## src/rtl/mem_port_arbiter.sv

```systemverilog
// mem_port_arbiter
//   Shares one single-ported data memory between a CPU port and a
//   loader/debug port. Each access takes one GNT cycle on the memory.
//   When both ports contend, the one not served last wins (round-robin).
//
// Handshake: a requester raises req with addr/we/wdata valid and holds it
// until ack. ack is high for exactly one cycle. The requester drops req
// during the ack cycle. A req still high after that cycle is a new access.
// Request inputs are captured at the grant edge, so they may change freely
// once the GNT state is visible.
//
// Ports
//   clk, reset                     clock, synchronous active-high reset
//   cpu_req/we/addr/wdata          CPU access request
//   cpu_ack, cpu_rdata, cpu_stall  CPU completion, read data, stall flag
//   ldr_req/we/addr/wdata          loader access request
//   ldr_ack, ldr_rdata             loader completion, read data
//   mem_addr, mem_we, mem_din      memory drive (write committed at clk edge)
//   mem_dout                       memory combinational read data
//   stall_count                    saturating count of CPU stall cycles
//   dbg_state                      current FSM state (0 IDLE, 1 GNT_CPU, 2 GNT_LDR)
module mem_port_arbiter #(
    parameter int WIDTH = 32
) (
    input  logic             clk,
    input  logic             reset,
    input  logic             cpu_req,
    input  logic             cpu_we,
    input  logic [WIDTH-1:0] cpu_addr,
    input  logic [WIDTH-1:0] cpu_wdata,
    output logic             cpu_ack,
    output logic [WIDTH-1:0] cpu_rdata,
    output logic             cpu_stall,
    input  logic             ldr_req,
    input  logic             ldr_we,
    input  logic [WIDTH-1:0] ldr_addr,
    input  logic [WIDTH-1:0] ldr_wdata,
    output logic             ldr_ack,
    output logic [WIDTH-1:0] ldr_rdata,
    output logic [WIDTH-1:0] mem_addr,
    output logic             mem_we,
    output logic [WIDTH-1:0] mem_din,
    input  logic [WIDTH-1:0] mem_dout,
    output logic [WIDTH-1:0] stall_count,
    output logic [1:0]       dbg_state
);

    typedef enum logic [1:0] {
        IDLE    = 2'd0,
        GNT_CPU = 2'd1,
        GNT_LDR = 2'd2
    } state_t;

    localparam logic LAST_CPU = 1'b0;
    localparam logic LAST_LDR = 1'b1;

    state_t           state;
    state_t           state_nxt;
    logic             last_grant;
    logic [WIDTH-1:0] lat_addr;
    logic [WIDTH-1:0] lat_wdata;
    logic             lat_we;
    logic             cpu_elig;
    logic             ldr_elig;

    // A port is not eligible while it is being served or acked, which
    // spaces one port's accesses at least three cycles apart.
    assign cpu_elig = cpu_req && (state != GNT_CPU) && !cpu_ack;
    assign ldr_elig = ldr_req && (state != GNT_LDR) && !ldr_ack;

    always_comb begin
        state_nxt = IDLE;
        if (cpu_elig && ldr_elig) begin
            state_nxt = (last_grant == LAST_LDR) ? GNT_CPU : GNT_LDR;
        end else if (cpu_elig) begin
            state_nxt = GNT_CPU;
        end else if (ldr_elig) begin
            state_nxt = GNT_LDR;
        end
    end

    always_ff @(posedge clk) begin
        if (reset) begin
            state       <= IDLE;
            last_grant  <= LAST_LDR;
            cpu_ack     <= 1'b0;
            ldr_ack     <= 1'b0;
            cpu_rdata   <= '0;
            ldr_rdata   <= '0;
            stall_count <= '0;
            lat_addr    <= '0;
            lat_wdata   <= '0;
            lat_we      <= 1'b0;
        end else begin
            state   <= state_nxt;
            cpu_ack <= 1'b0;
            ldr_ack <= 1'b0;

            // Completion of the access served during this cycle.
            case (state)
                GNT_CPU: begin
                    cpu_ack    <= 1'b1;
                    last_grant <= LAST_CPU;
                    if (!lat_we) cpu_rdata <= mem_dout;
                end
                GNT_LDR: begin
                    ldr_ack    <= 1'b1;
                    last_grant <= LAST_LDR;
                    if (!lat_we) ldr_rdata <= mem_dout;
                end
                default: ;
            endcase

            // Capture the request that is granted at this edge.
            if (state_nxt == GNT_CPU) begin
                lat_addr  <= cpu_addr;
                lat_wdata <= cpu_wdata;
                lat_we    <= cpu_we;
            end else if (state_nxt == GNT_LDR) begin
                lat_addr  <= ldr_addr;
                lat_wdata <= ldr_wdata;
                lat_we    <= ldr_we;
            end

            if (cpu_stall && (stall_count != '1)) begin
                stall_count <= stall_count + 1'b1;
            end
        end
    end

    assign cpu_stall = cpu_req & ~cpu_ack;
    assign mem_addr  = lat_addr;
    assign mem_din   = lat_wdata;
    // Reset masks the write strobe so an interrupted write never lands.
    assign mem_we    = (state != IDLE) && lat_we && !reset;
    assign dbg_state = state;

endmodule

```

## config.mk

```make
export PLATFORM = sky130hd
export DESIGN_NAME = mem_port_arbiter
export DESIGN_NICKNAME = d
export VERILOG_FILES = /design/src/rtl/mem_port_arbiter.sv
export SDC_FILE = /design/constraint.sdc
export NUM_CORES = 1
export LEC_CHECK = 0
export BUFFER_PORTS_ARGS = -buffer_cell sky130_fd_sc_hd__buf_2
export CORE_MARGIN = 2
export CORE_UTILIZATION = 40
export DETAILED_ROUTE_END_ITERATION = 8
export HOLD_SLACK_MARGIN = 0.02
export PLACE_DENSITY = 0.67
export SLEW_MARGIN = 5
export SYNTH_ARGS = -nofsm -noshare
export SYNTH_HDL_FRONTEND = slang
export SYNTH_SLANG_ARGS = --single-unit
```

## constraint.sdc

```tcl
create_clock -name clk -period 3.5 [get_ports clk]
set_clock_uncertainty 0.05 [all_clocks]
set_input_delay 0.35 -clock clk [delete_from_list [all_inputs] [get_ports clk]]
set_output_delay 0.35 -clock clk [all_outputs]
set_load 0.03 [all_outputs]
```

# After elaboration in Yosys (flattened, before gate mapping)
# Cells that the tools add are included.
# Widths: inputs -> output; s select.
[word_totals]
inputBits = 166
output_inout_bits = 166
wordCells = 50
ff_bits = 166
[classes]
add_sub_neg = 1
bitwise_logic = 3
reduce_logical = 16
muxes = 13
eq_ne = 7
[op_table]
columns = ["cell", "count"]
rows = [
  ["$mux 32", 4],
  ["$add 32x1->32 const B", 1],
  ["$ne 32x32->1 const B", 1],
  ["$logic_and 1x1->1", 8],
  ["$mux 2", 4],
  ["$reduce_bool 2->1", 3],
  ["$eq 2x1->1 const B", 2],
  ["$eq 2x2->1 const B", 2],
  ["$mux 1", 4],
  ["$reduce_and 2->1", 2],
  ["$logic_not 1->1", 3],
  ["$ne 2x1->1 const B", 1],
  ["$ne 2x2->1 const B", 1],
  ["$not 1->1", 2],
  ["$pmux 1 s2", 1],
  ["$and 1x1->1", 1],
]

# Logic depth before layout (Yosys ltp)
[logic_depth]
word_depth = 9
mapped_depth = 11
mapped_depth_nobuf = 9

# Worst setup path before layout
# No wires, ideal clock.
[synth_path]
kind = "reg2reg"
start = "reg state[0], in the netlist dbg_state[0]"
end = "reg lat_addr[0], in the netlist mem_addr[0]"
period_less_slack_ps = 2763
required_ps = 3322
stages_incl_launch_ff = 11
setup_time_ps = 128
n_path_buf = 2
arrival_ps = 2585
setup_slack_ps = 737
path_cell_list = "dfxtp_1 inv_1 ha_1 or3b_2 o21a_1 ha_1 clkbuf_1 clkbuf_1 nor2_1 a21oi_1 nor2_1"
[synth_between]
elab_cells_between_ends = 14
cone_classes = "eq/ne (4); mux (4); reduce/logical (6)"
[synth_rtl]
columns = ["element", "line", "text"]
rows = [
  ["from (decl)", "57", "state_t state;"],
  ["from (signal assigned)", "95", "state <= state_nxt;"],
  ["$ne 2x1->1 / $ne 2x2->1 (equally long branches)", "68, 69", ""],
  ["$logic_and 1x1->1 (on tied branches) (2 in series)", "68, 69", ""],
  ["$mux 2 / $logic_and 1x1->1 (equally long branches)", "75, 73", ""],
  ["$mux 2 *", "73", "if (cpu_elig && ldr_elig) begin"],
  ["named net state_nxt[0]", "58", "state_t state_nxt;"],
  ["$eq 2x1->1 / $eq 2x2->1 (equally long branches)", "115, 119", ""],
  ["$mux 32 / $reduce_bool 2->1 (equally long branches)", "-", ""],
  ["to (signal assigned)", "116", "lat_addr <= cpu_addr;"],
  ["to (signal assigned)", "120", "lat_addr <= ldr_addr;"],
  ["to (decl)", "60", "logic [WIDTH-1:0] lat_addr;"],
]
# Mark *: on every way through the listed nets, which the timed path passes. The rest lies on a longest branch.
# A chain may end at the register's enable or synchronous reset.

# Final worst setup path
[layout_path]
start = "reg state[0], in the netlist dbg_state[0]"
end = "reg lat_wdata[14], in the netlist mem_din[14]"
[layout_between]
elab_cells_between_ends = 14
cone_classes = "eq/ne (4); mux (4); reduce/logical (6)"
[layout_rtl]
columns = ["element", "line", "text"]
rows = [
  ["$ne 2x1->1 / $ne 2x2->1 (equally long branches)", "68, 69", ""],
  ["$logic_and 1x1->1 (on tied branches) (2 in series)", "68, 69", ""],
  ["$mux 2 / $logic_and 1x1->1 (equally long branches)", "75, 73", ""],
  ["$mux 2 *", "73", ""],
  ["named net state_nxt[0]", "58", ""],
  ["$eq 2x1->1 / $eq 2x2->1 (equally long branches)", "115, 119", ""],
  ["$mux 32 / $reduce_bool 2->1 (equally long branches)", "-", ""],
  ["to (signal assigned)", "117", "lat_wdata <= cpu_wdata;"],
  ["to (signal assigned)", "121", "lat_wdata <= ldr_wdata;"],
  ["to (decl)", "61", "logic [WIDTH-1:0] lat_wdata;"],
]
# Marked as above.

==> impl_metrics.toml <==
[clock_network]
cts-htree-levels = 4
post-cts-setup-buffer-count = 0
tritoncts_num_sinks = 166
cts.root.buffer_cell = "sky130_fd_sc_hd__clkbuf_16"
ctsResizeCount = 0
clk_pin_slew_ns = 0.07
number_of_buffers_created_by_cts = 17
clock_latency_ns = 0.42
cts_max_path_buffers = 2
post_cts_hold_buffer_count = 0
cts_tree = "yes"

[synth]
netlist_top_cells_count = "sky130_fd_sc_hd__dfxtp_1 (166), sky130_fd_sc_hd__nor2_1 (163), sky130_fd_sc_hd__nand2_1 (140), sky130_fd_sc_hd__a21oi_1 (135), sky130_fd_sc_hd__mux2i_1 (66)"
synth.largest_area_cell = "sky130_fd_sc_hd__dfxtp_1"
yosys_register_bits = 166
synth_edf_count = 0
yosys_most_used_dff = "sky130_fd_sc_hd__dfxtp_1"
number_of_cells_produced_by_synthesis = 857
post-synth-top-count-cell = "sky130_fd_sc_hd__dfxtp_1"
synth.distinct_cells = 46
synth.area.top_cells = "sky130_fd_sc_hd__dfxtp_1 (47%), sky130_fd_sc_hd__a21oi_1 (9.6%), sky130_fd_sc_hd__mux2i_1 (9.4%)"
synth.net_count = 1028
ys_seq_area_share_pct = 47.3
yosys_top_cell_area_share_pct = 47.3
ys_async_sr_fraction_pct = 0
synthesis.area_per_instance_um2 = 8.21
syn-cell-area_um2 = 7030
yosysWarnings = 0

[timing]
fmax_ghz = 0.366
hold_violations = 0
slew_viol_final = 0
setup_total_negative_slack_ns = 0
max_slew_margin_pct = 43.2
min_period_over_period_pct = 78.2
rsz_0062_raised_after_global_routing = "no"
period_minus_slack_ns = 2.74
setup_viol = 0
tightestPinTransition_ns = 0.846

[detailed_routing]
drt-initial-drc-count = 288
final_antenna_net_count = 0
routed_length_per_placed_instance_um = 14.3
drtPass1Iterations = 7
totalWireLength_um = 19900
drt_drc_violations_left = 0
ratio_of_routed_vias_to_standard_cells = 4.84
num_vias = 6773

[setup_path]
regToRegEndpoint = "mem_din[14]$_SDFFE_PP0P_"
start_kind = "register"
critical-path-slowest-cell = "sky130_fd_sc_hd__ha_4"
worst-path-buf-inv = 2
worst-endpoint-arrival_ns = 2.98
timing_worst_setup_path_type = "register to register"
timing.critical_path.mode_cell = "sky130_fd_sc_hd__nor2_1"
critPathMaxStageDelay_ns = 0.64
worstPathRequired_ns = 3.74
kind_of_cell_with_the_highest_combined_delay_on_the_critical_path = "adder cells"
timing.critical_path.to_type = "register"
crit_fanout = 53
crit_path_cell_trace = "inv_1, ha_1, or3b_2, o21a_1, ha_4, buf_4, nor2_1, a21oi_1, nor2_1"
reg2reg_setup_slack_ns = 0.76
r2r_start = "dbg_state[0]$_SDFF_PP0_"
reg2reg_depth = 9

[placed_design]
place_area_um2 = 8880
buffer_ports.inserted = 331
hpwlAfterDp_um = 14700
globalplace.congestion = 0.797

[power_and_ir_drop]
p_leak_uw = 0.00435
vdd.ir_drop.worst_mv = 0.309
power.density_cell_area_nw_per_um2 = 535

[grt]
track_usage_pct = 20.6
globalRouteOverflowTotal = 0
grt_first_pass_wirelength_um = 30200
pin_count_of_the_biggest_net_entering_global_routing = 80
initial_antenna_violation_count = 0
number_of_global_route_vias_before_repair = 6034

[hold_path]
holdCritPathClass = "primary input to register"
min_path_cells = 3
holdCritStartpoint = "mem_dout[6]"
min_to = "cpu_rdata[6]$_SDFFE_PP0P_"

[run_status]
status = "completed"

[cells_and_area]
finalNetCount = 1331
area_occupied_by_multi_input_gates_um2 = 3470
n_antenna_cell = 0
layout.area.seq_um2 = 3320
fillCellCount = 1660
layout-drive-gt1-share_pct = 32.9
final_design_area_no_fill_um2 = 9430
layout-area-overhead-vs-synth_pct = 34.1

[die]
placement_rows = 48
die_width_um = 137
dieArea_um2 = 18700
start_util_pct = 40.8
placeableCoreArea_um2 = 17200
chipHeight_um = 137
boundaryPins = 332

[job]
drv.max_cap_violation_count = 0
worst min-delay path: cells and delay by family:
family	cells	cell delay (ns)
and+or+nand+nor	1	0.05
AOI/OAI and AO/OA	1	0.05
buffers and inverters	1	0.10
routing by layer:
metal / part of all wire [%] / vias to the layer above / track usage, %
met3: 5.9 / 23 / 4.74
li1: - / 3503 / -
met5: 0 / - / 0
met4: 2.2 / 0 / 7.18
met1: 42 / 3029 / 24.7
met2: 50 / 218 / 36.0
how the worst max path moves through the flow:
stage | from | to | depth (start not counted)
2_1_floorplan | dbg_state[0]$_SDFF_PP0_ | mem_addr[0]$_SDFFE_PP0P_ | 10
3_3_place_gp | dbg_state[0]$_SDFF_PP0_ | mem_din[15]$_SDFFE_PP0P_ | 9
3_5_place_dp | dbg_state[0]$_SDFF_PP0_ | mem_din[22]$_SDFFE_PP0P_ | 9
4_1_cts | dbg_state[0]$_SDFF_PP0_ | mem_din[12]$_SDFFE_PP0P_ | 9
5_1_grt | dbg_state[0]$_SDFF_PP0_ | mem_din[13]$_SDFFE_PP0P_ | 9
6_report | dbg_state[0]$_SDFF_PP0_ | mem_din[14]$_SDFFE_PP0P_ | 9
cells by family (layout without fill, tap and decap cells):
| kind of cell | count (synthesis) | after routing | share of synthesized area (%) |
|---|---|---|---|
| buffers and inverters | 66 | 382 | 3.68 |
| and+or+nand+nor | 370 | 370 | 23.0 |
| muxes | 70 | 70 | 10.1 |
| DFF | 166 | 166 | 47.3 |
| xor gates and xnor gates | 21 | 21 | 2.62 |
| adders and majority gates | 5 | 5 | 0.890 |
| AOI/OAI and AO/OA | 159 | 159 | 12.4 |
placed cells by master (no fill, tap or decap), types with 4 or more instances in the layout:
master,n
sky130_fd_sc_hd__buf_2,330
sky130_fd_sc_hd__dfxtp_1,166
sky130_fd_sc_hd__nor2_1,163
sky130_fd_sc_hd__nand2_1,140
sky130_fd_sc_hd__a21oi_1,135
sky130_fd_sc_hd__mux2i_1,66
sky130_fd_sc_hd__xnor2_1,18
sky130_fd_sc_hd__clkbuf_16,17
sky130_fd_sc_hd__nand4_1,9
sky130_fd_sc_hd__nor2b_1,9
sky130_fd_sc_hd__buf_4,9
sky130_fd_sc_hd__inv_1,8
sky130_fd_sc_hd__nand3_1,8
sky130_fd_sc_hd__nand2b_1,6
sky130_fd_sc_hd__and4_1,5
sky130_fd_sc_hd__a31oi_1,5
sky130_fd_sc_hd__or4_1,4
sky130_fd_sc_hd__and3_1,4
sky130_fd_sc_hd__and2_1,4
sky130_fd_sc_hd__ha_1,4
sky130_fd_sc_hd__clkinvlp_4,4
sky130_fd_sc_hd__inv_6,4
sequential cells by signal, indices dropped and copies added (netlist names):
register     cells
cpu_rdata       32
ldr_rdata       32
mem_addr        32
mem_din         32
stall_count     32
dbg_state        2
cpu_ack          1
last_grant       1
lat_we           1
ldr_ack          1
metrics by stage:
stage | hold slack (ns) | power (uW) | std cells | util [%] | setup WS, ns
CTS | 0.106 | 5100 | 1398 | 54.7 | 0.759
detailed placement | 0.394 | 3350 | 1366 | 51.5 | 0.766
finish | 0.124 | 5050 | 1398 | 54.7 | 0.764
floorplan | 0.436 | 2940 | 857 | - | 0.737
global route | 0.106 | 5300 | 1398 | 54.7 | 0.529
global placement | 0.389 | 3330 | 1366 | 51.5 | 0.851
power breakdown:
group | total (uW) | internal, uW | leakage, uW | switching [uW]
clock network | 1750 | 930 | 0.000255 | 819
registers | 2110 | 2040 | 0.00135 | 73.9
logic | 1180 | 410 | 0.00274 | 775
area by class of cell:
| class | count | area share, % |
|---|---|---|
| multi-input cells | 625 | 36.8 |
| flip-flops and latches | 166 | 35.2 |
| repair buffers | 342 | 18.9 |
| clock buffers | 19 | 4.59 |
| well taps | 225 | 2.99 |
| clock inverters | 13 | 1.21 |
| inverters | 8 | 0.319 |
Note: power is estimated with default switching activity, not from simulation.
